## src/rtl/snn_image_loader.sv

```systemverilog
// rtl/snn_image_loader.sv - unpacks a UART-received binary image into the SNN input RAM,
// starts the core and returns the classified digit as ASCII.
module snn_image_loader #(
  parameter int          NUM_PIXELS = 784,
  parameter logic [7:0]  ASCII_BASE = 8'h30
) (
  input  logic       clk,
  input  logic       rst,
  input  logic       rx_rdy,
  input  logic [7:0] rx_data,
  output logic [9:0] ram_addr,
  output logic       ram_data,
  output logic       ram_we,
  output logic       core_start,
  input  logic       core_done,
  input  logic [3:0] core_digit,
  input  logic       tx_rdy,
  output logic       tx_start,
  output logic [7:0] tx_data,
  output logic [3:0] digit,
  output logic       busy
);

  localparam logic [9:0] LAST_ADDR = 10'(NUM_PIXELS - 1);

  typedef enum logic [2:0] {
    LOAD,
    UNPACK,
    START,
    WAIT_DONE,
    SEND
  } state_t;

  state_t     state;
  state_t     state_nxt;
  logic [7:0] shreg;
  logic [2:0] bit_cnt;

  always_ff @(posedge clk) begin
    if (rst) begin
      state    <= LOAD;
      shreg    <= 8'h00;
      bit_cnt  <= 3'd0;
      ram_addr <= 10'd0;
      ram_data <= 1'b0;
      ram_we   <= 1'b0;
      tx_start <= 1'b0;
      tx_data  <= 8'h00;
      digit    <= 4'd0;
    end else begin
      state    <= state_nxt;
      tx_start <= 1'b0;
      case (state)
        LOAD: begin
          // Bit 0 goes out immediately; the register keeps the remaining bits.
          if (rx_rdy) begin
            shreg    <= rx_data >> 1;
            bit_cnt  <= 3'd0;
            ram_we   <= 1'b1;
            ram_data <= rx_data[0];
          end
        end
        UNPACK: begin
          shreg    <= shreg >> 1;
          ram_data <= shreg[0];
          bit_cnt  <= bit_cnt + 3'd1;
          if (ram_addr != LAST_ADDR)
            ram_addr <= ram_addr + 10'd1;
          if (bit_cnt == 3'd7)
            ram_we <= 1'b0;
        end
        START: ram_addr <= 10'd0;
        WAIT_DONE: begin
          if (core_done)
            digit <= core_digit;
        end
        SEND: begin
          if (tx_rdy) begin
            tx_start <= 1'b1;
            tx_data  <= 8'(ASCII_BASE + {4'b0000, digit});
          end
        end
        default: ;
      endcase
    end
  end

  always_comb begin
    state_nxt  = state;
    core_start = 1'b0;
    // The transmit pulse cycle still counts as busy even though the FSM is back in LOAD.
    busy       = (state != LOAD) || tx_start;
    case (state)
      LOAD:      if (rx_rdy) state_nxt = UNPACK;
      UNPACK:    if (bit_cnt == 3'd7) state_nxt = (ram_addr == LAST_ADDR) ? START : LOAD;
      START: begin
        core_start = 1'b1;
        state_nxt  = WAIT_DONE;
      end
      WAIT_DONE: if (core_done) state_nxt = SEND;
      SEND:      if (tx_rdy) state_nxt = LOAD;
      default:   state_nxt = LOAD;
    endcase
  end

endmodule

```

## config.mk

```make
export PLATFORM = sky130hd
export DESIGN_NAME = snn_image_loader
export DESIGN_NICKNAME = d
export VERILOG_FILES = /design/src/rtl/snn_image_loader.sv
export SDC_FILE = /design/constraint.sdc
export NUM_CORES = 1
export LEC_CHECK = 0
export CORE_MARGIN = 3
export CORE_UTILIZATION = 42
export DETAILED_ROUTE_END_ITERATION = 7
export PLACE_DENSITY = 0.83
export SLEW_MARGIN = 20
export SYNTH_ARGS = -nofsm -noshare
export SYNTH_HDL_FRONTEND = slang
export SYNTH_SLANG_ARGS = --single-unit
```

## constraint.sdc

```tcl
create_clock -name clk -period 1.7 [get_ports clk]
set_input_delay 0.17 -clock clk [delete_from_list [all_inputs] [get_ports clk]]
set_output_delay 0.17 -clock clk [all_outputs]
set_load 0.03 [all_outputs]
```

# After elaboration in Yosys (flattened, before gate mapping)
# Index checks and enable logic that the tools add are counted.
totals:
  regBits: 39
  inputBits: 17
  wordCells: 56
classes:
  n_addsub: 3
  eq_ne: 12
  n_mux: 19
  n_bitwise: 1
  n_reduce_logical: 12
ops:
  columns: ["operator", "n"]
  rows:
  - ["one-hot mux 10 bit (2 select lines)", 1]
  - ["one-hot mux 8 bit (2 select lines)", 1]
  - ["two-way mux 3 bit", 5]
  - ["one-hot mux 3 bit (5 select lines)", 1]
  - ["adder 10 x 1 -> 10 bit, second input constant", 1]
  - ["equality test 10 bit, second input constant", 1]
  - ["two-way mux 10 bit", 1]
  - ["inequality test 10 bit, second input constant", 1]
  - ["inequality test 2 bit, second input constant", 5]
  - ["two-way mux 8 bit", 1]
  - ["AND reduction 2 bit", 4]
  - ["adder 6 x 4 -> 7 bit, first input constant", 1]
  - ["equality test 3 x 2 -> 1 bit, second input constant", 2]
  - ["equality test 3 bit, second input constant", 2]
  - ["one-hot mux 3 bit (2 select lines)", 1]
  - ["two-way mux 1 bit", 5]
  - ["one-hot mux 1 bit (2 select lines)", 2]
  - ["AND reduction 4 bit", 1]
  - ["nonzero test 2 bit", 2]
  - ["adder 3 x 1 -> 3 bit, second input constant", 1]
  - ["equality test 3 x 1 -> 1 bit, second input constant", 1]
  - ["zero test 3 bit", 1]
  - ["AND reduction 3 bit", 1]
  - ["nonzero test 3 bit", 1]
  - ["4 further kinds", 4]

# Logic depth before layout (Yosys ltp)
# Gate-level depths: netlist of the first run.
logic_depth:
  ltp_word: 4
  depth_mapped: 6

# Worst setup path after synthesis of the first run
# Ideal clock, no wire load.
synth_timing:
  path_kind: "register to register"
  from: "register state[2]"
  to: "register ram_addr[0]"
  arrival_ns: 1.803
  required_ns: 1.572
  setup_slack_ns: -0.230
  path_stages_with_launch: 6
  path_buffers: 2
  period_less_slack_ns: 1.930
  cell_sequence: "dfxtp_1 -> buf_4 -> nor3b_1 -> or2_2 -> clkbuf_1 -> nor2_1"
synth_via:
  elab_chain_cells: 3
  word_cells_on_any_way: 6
synth_lines:
  columns: ["item", "line_no", "text"]
  rows:
  - ["start: declaration", "34", "state_t state;"]
  - ["start signal: assignment", "51", "state <= state_nxt;"]
  - ["equality test 3 x 1 -> 1 bit or equality test 3 x 2 -> 1 bit (tied branches)", "53", "case (state)"]
  - ["inequality test 2 bit (no source line) or nonzero test 2 bit (tied branches)", null, null]
  - ["AND reduction 2 bit (no source line)", null, null]
  - ["end signal: assignment", "68", "ram_addr <= ram_addr + 10'd1;"]
  - ["end: declaration", "11", "output logic [9:0] ram_addr,"]
# Parallel ways exist; a longest one is shown, timed or not.
# A chain may end at the register's enable or synchronous reset.

# Final worst setup path of the first run
layout_timing:
  from: "register state[2]"
  to: "output busy"
layout_via:
  elab_chain_cells: 2
layout_lines:
  columns: ["item", "line_no", "text"]
  rows:
  - ["nonzero test 3 bit", "92", "busy = (state != LOAD) || tx_start;"]
  - ["logical OR 1 bit", "92", null]
  - ["end: declaration", "21", "output logic busy"]
# No other way between the ends.

==> flow_summary.yaml, run 1 <==
run_status:
  status: "complete, no violations"
critical_path:
  startpoint: "state[2]"
  crit_family: "simple AND/OR/NAND/NOR gates"
  crit_fanout: 2
  worst_setup_path_start_kind: "flip-flop"
  critical_path_buf_inv_count: 1
  path_cells: "or4_1 -> dlygate4sd2_1"
  required_ps: 1530
  crit_cells: 2
  worst-r2r-cell-count: 4
  r2r_start: "ram_addr[7]"
  crit_arrival_ps: 1480
  cp-end-kind: "output port"
  crit_type: "flip-flop to output port"
  slowest_delay_ps: 510
  crit_slowest_cell: "or4_1"
detailed_routing:
  post-route-drc-count: 0
  drt_pass1_iterations: 4
  vias: 1400
  drtAntennaViolNets: 0
  routed_via_density: 5.05
  drt-total-wl_mm: 3.64
  wl_per_cell_um: 13.1
  drt_iter0_markers: 74
yosys:
  synthCells: 179
  synth.ff_latch_count: 35
  synth.avg_cell_area_um2: 9.25
  yosys_most_used_dff: "dfxtp_1"
  synthTopCellsByArea: "dfxtp_1 42%, nor2_1 7.7%, mux2i_1 6.0%"
  synth_top_cell_by_area: "dfxtp_1"
  synth_top_area_share_pct: 42.3
  synth_cell_types: 43
  ys_async_sr_fraction_pct: 0
  synth_area_mm2: 0.00166
  synth_warnings: 0
  ys_seq_area_share_pct: 42.3
  synth_edf_count: 0
timing:
  min_period_ps: 1650
  skew_ps: 5.56
  finalSetupTns_ps: 0
  rsz0062_at_grt: "false"
  hold_ws_ps: 433
  finalHoldViolations: 0
  setup_viol: 0
  setup_ws_ps: 48.3
  fmax_ghz: 0.605
  layout_worst_path_cycle_share_pct: 97.2
  drv_slew: 0
layout:
  final_cell_mix: "39 x clkdlybuf4s50_1, 35 x dfxtp_1, 33 x nor2_1, 16 x buf_4, 14 x a21oi_1"
  num_antenna_cells: 0
  final_common_cell: "clkdlybuf4s50_1"
  drive_gt1_share_pct: 19.2
  area_growth_pct: 35.1
  final_nets: 248
global_routing:
  grt_pass1_vias: 1345
  grtUsageTotal_pct: 17.0
  grt_start_max_net_pins: 19
  grt_overflow: 0
  grt_pass1_wl_mm: 5.91
  grt.met3_usage_pct: 5.83
  use_met1_pct: 20.8
  use_met2_pct: 26.0
  busiest_layer: "met2"
  antenna_found_initial: 0
pwr:
  ir_worst_vdd_v: 0.000437
  finalPower_mw: 1.74
  power_leakage_nw: 0.893
  powerDensity_mw_per_mm2: 780
die:
  fp.dieArea_mm2: 0.00473
  coreArea_mm2: 0.00374
  fp.dieW_um: 68.8
  num_rows: 22
  start_util_pct: 44.2
  die_y_um: 68.8
  pin_count: 44
min_path:
  hold_depth: 3
  hp-class: "primary input to flip-flop"
  min-delay-start: "rx_data[7]"
clock_network:
  cts.sinks: 35
  cts_buffers: 5
  ctsHtreeMaxLevel: 2
  cts_root_buffer: "clkbuf_8"
  cts_hold_buffers: 0
  clk_pin_slew_ps: 70
  clk_latency_ps: 290
  postCtsSetupRepairBufs: 0
  cts_tree: "yes"
  clockBufferDepth: 2
placed_design:
  numPortBuffers: 41
  dp.final_hpwl_mm: 2.63
  place.gp.congestion: 0.773
  dp_slack_ps: -27.4
run:
  drv_cap: 0
[worst reg2reg max path, delay by kind of cell (launching register included)]
| kind | cells | cell delay [ps] |
|---|---|---|
| AND/OR/NAND/NOR | 3 | 1020 |
| flip-flops | 1 | 350 |
| AO/OA/AOI/OAI | 1 | 150 |
[cell type report]
class / count / area, um^2
well taps: 48 / 60.1
inverters: 4 / 15.0
multi-input cells: 125 / 833
clock buffers: 8 / 100
repair buffers: 57 / 528
fillers: 341 / 1510
flip-flops and latches: 35 / 701
[report_power, final]
part | leakage [nW] | total, mW | switching, mW | internal (mW)
combinational | 0.557 | 0.217 | 0.112 | 0.105
clock | 0.0515 | 0.664 | 0.294 | 0.370
sequential | 0.285 | 0.863 | 0.0167 | 0.846
total | 0.893 | 1.74 | 0.424 | 1.32
[logic make-up after synthesis]
family | after synthesis | synth area share (%)
compound gates | 23 | 9.07
xor+xnor | 5 | 2.65
fa+ha+maj | 3 | 2.27
buf+inv | 20 | 8.24
flops | 35 | 42.3
mux | 10 | 6.05
other cells | 1 | 0.227
simple gates | 82 | 29.2
[state kept, by name, summed over array words and instances, names as in the netlist]
register / flops
tx_start: 1
ram_addr: 10
state: 3
tx_data: 5
ram_we: 1
bit_cnt: 3
shreg: 7
ram_data: 1
digit: 4
[metal layers]
metal	part of all wire [%]	wire, um
met1	46	1670
met2	45	1640
met3	6.7	244
met4	2.3	84
met5	0	0
[cells in the mapped netlist (2+ instances only)]
master    number
a21oi_1       14
a22oi_1        3
a31o_2         2
and2_1         2
and3_1         2
buf_2          2
buf_4          5
buf_6          4
clkbuf_1       4
dfxtp_1       35
ha_1           3
inv_1          4
mux2i_1       10
nand2_1       10
nand3_1        5
nand3b_1       2
nand4_1        4
nor2_1        34
nor3b_1        2
nor4_2         4
nor4b_2        2
or4_1          2
xnor2_1        3
xor2_1         2
[through the flow]
stage                     util, %  cells  instance area (um^2)
after detailed placement     57.0    269                  2130
after global routing         59.8    277                  2240
after global placement       57.0    269                  2130
final                        59.8    277                  2240
after CTS                    59.6    277                  2230
after floorplan                 -    180                  1660
[final timing paths]
path / endpoint / slack (ps)
min reg2reg: shreg[1] / 460
max: busy / 50
max reg2reg: state[1] / 110
min: shreg[6] / 430
[repair_timing]
action                     4_1_cts  5_1_grt
pin swaps                        0        0
setup endpoints to repair        2        5
hold endpoints to repair         0        0
resized for setup                2        2
No activity file was read; power rests on OpenSTA's default activity.
==> run 2: changes to the inputs <==
--- a/config.mk
+++ b/config.mk
@@ -8,6 +8,7 @@
 export CORE_MARGIN = 3
 export CORE_UTILIZATION = 42
 export DETAILED_ROUTE_END_ITERATION = 7
+export GPL_TIMING_DRIVEN = 0
 export PLACE_DENSITY = 0.83
 export SLEW_MARGIN = 20
 export SYNTH_ARGS = -nofsm -noshare
==> flow_summary.yaml, run 2 (synthesis gave the netlist of run 1 again) <==
run_status:
  status: "complete, no violations"
timing:
  drv_slew: 0
  rsz0062_at_grt: "true"
  min_period_ps: 1680
  layout_worst_path_cycle_share_pct: 99.0
  setup_viol: 0
  fmax_ghz: 0.594
  skew_ps: 7.06
  finalHoldViolations: 0
layout:
  fin_cells: 275
  area_growth_pct: 33.4
  top_register: "ram_addr"
  utilization_pct: 59.0
  final_nets: 247
  num_antenna_cells: 0
  final_common_cell: "clkdlybuf4s50_1"
  final_cell_mix: "38 x clkdlybuf4s50_1, 35 x dfxtp_1, 34 x nor2_1, 14 x a21oi_1"
  reg_top3: "ram_addr: 10 flops, shreg: 7 flops, tx_data: 5 flops"
  largest_reg_flops: 10
  final_area_mm2: 0.00221
  drive_gt1_share_pct: 17.6
detailed_routing:
  routed_via_density: 5.04
  drt-total-wl_mm: 3.51
  post-route-drc-count: 0
  drt_iter0_markers: 54
  drtAntennaViolNets: 0
  wl_per_cell_um: 12.8
  vias: 1386
  drt_pass1_iterations: 4
placed_design:
  numPortBuffers: 40
  dp.final_hpwl_mm: 2.55
  place.gp.congestion: 0.831
  dp.cells: 268
  place_area_mm2: 0.00212
die:
  fp.dieW_um: 68.8
  pin_count: 44
  start_util_pct: 44.2
  die_y_um: 68.8
  num_rows: 22
  coreArea_mm2: 0.00374
  fp.dieArea_mm2: 0.00473
critical_path:
  crit_type: "flip-flop to output port"
  crit_fanout: 10
  cp-end-kind: "output port"
  required_ps: 1530
  crit_arrival_ps: 1510
  worst_setup_path_start_kind: "flip-flop"
global_routing:
  grt_pass1_wl_mm: 6.06
  grt_start_max_net_pins: 11
  grt_pass1_vias: 1372
  grtUsageTotal_pct: 17.4
  grt_overflow: 0
  antenna_found_initial: 0
pwr:
  ir_worst_vdd_v: 0.000517
  powerDensity_mw_per_mm2: 760
  power_leakage_nw: 0.868
clock_network:
  clk_pin_slew_ps: 70
  clk_latency_ps: 290
  ctsHtreeMaxLevel: 2
  clockBufferDepth: 2
  cts_buffers: 5
  cts_tree: "yes"
  cts.sinks: 35
  cts_root_buffer: "clkbuf_8"
min_path:
  hp-class: "primary input to flip-flop"
run:
  drv_cap: 0
run 2: cell count changes in the layout (fill, tap and decap cells not counted), moves of 3 or more:
| cell | change |
|---|---|
| buf_2 | +3 |
| buf_4 | -11 |
| buf_6 | +4 |
| clkbuf_1 | +3 |
run 2: worst max-delay path: stages (launching register included):
cell	delay, ps
dfxtp_1	340
buf_4	180
or4_1	520
buf_2	200
run 2: timing repair:
action | 4_1_cts | 5_1_grt
gates resized for setup | 4 | 3
buffers inserted | 0 | 0
endpoints found under the setup margin | 2 | 2
hold buffers | 0 | 0
run 2: path summary, 6_finish.rpt:
| path | end | start | slack (ps) | cells past startpoint |
|---|---|---|---|---|
| setup / recovery | busy | state[2] | 20 | 3 |
| hold / removal | tx_start | rst | 140 | 2 |
| setup reg to reg | state[1] | ram_addr[3] | 120 | 4 |
| hold reg to reg | shreg[1] | shreg[1] | 460 | 2 |
run 2: metal layers:
layer | vias to the layer above | track usage [%] | share of wire, %
met4 | 0 | 6.57 | 1.6
li1 | 707 | - | -
met5 | - | 0 | 0
met1 | 641 | 21.6 | 46
met3 | 6 | 6.81 | 6.1
met2 | 32 | 27.2 | 46
run 2: stage by stage:
stage	setup WS, ps	TNS, ps	hold WS [ps]	power [mW]
after global routing	-52.0	-52.0	138	1.76
after floorplan	38.2	0	304	1.02
final	16.4	0	136	1.68
after global placement	-85.7	-85.7	438	1.09
after CTS	-106	-106	133	1.70
after detailed placement	-87.1	-91.1	443	1.10
run 2: final cells by class:
type	instances	area (um^2)
clock buffers	6	82.6
inverters	4	15.0
plain buffers	16	121
multi-input cells	125	830
flip-flops and latches	35	701
clock inverters	1	5.00
fillers	360	1540
repair buffers	40	394
well taps	48	60.1
run 2: report_power, final:
group	switching, mW	internal, mW
Clock	0.283	0.317
Sequential	0.0166	0.846
Combinational	0.113	0.103
Total	0.413	1.27
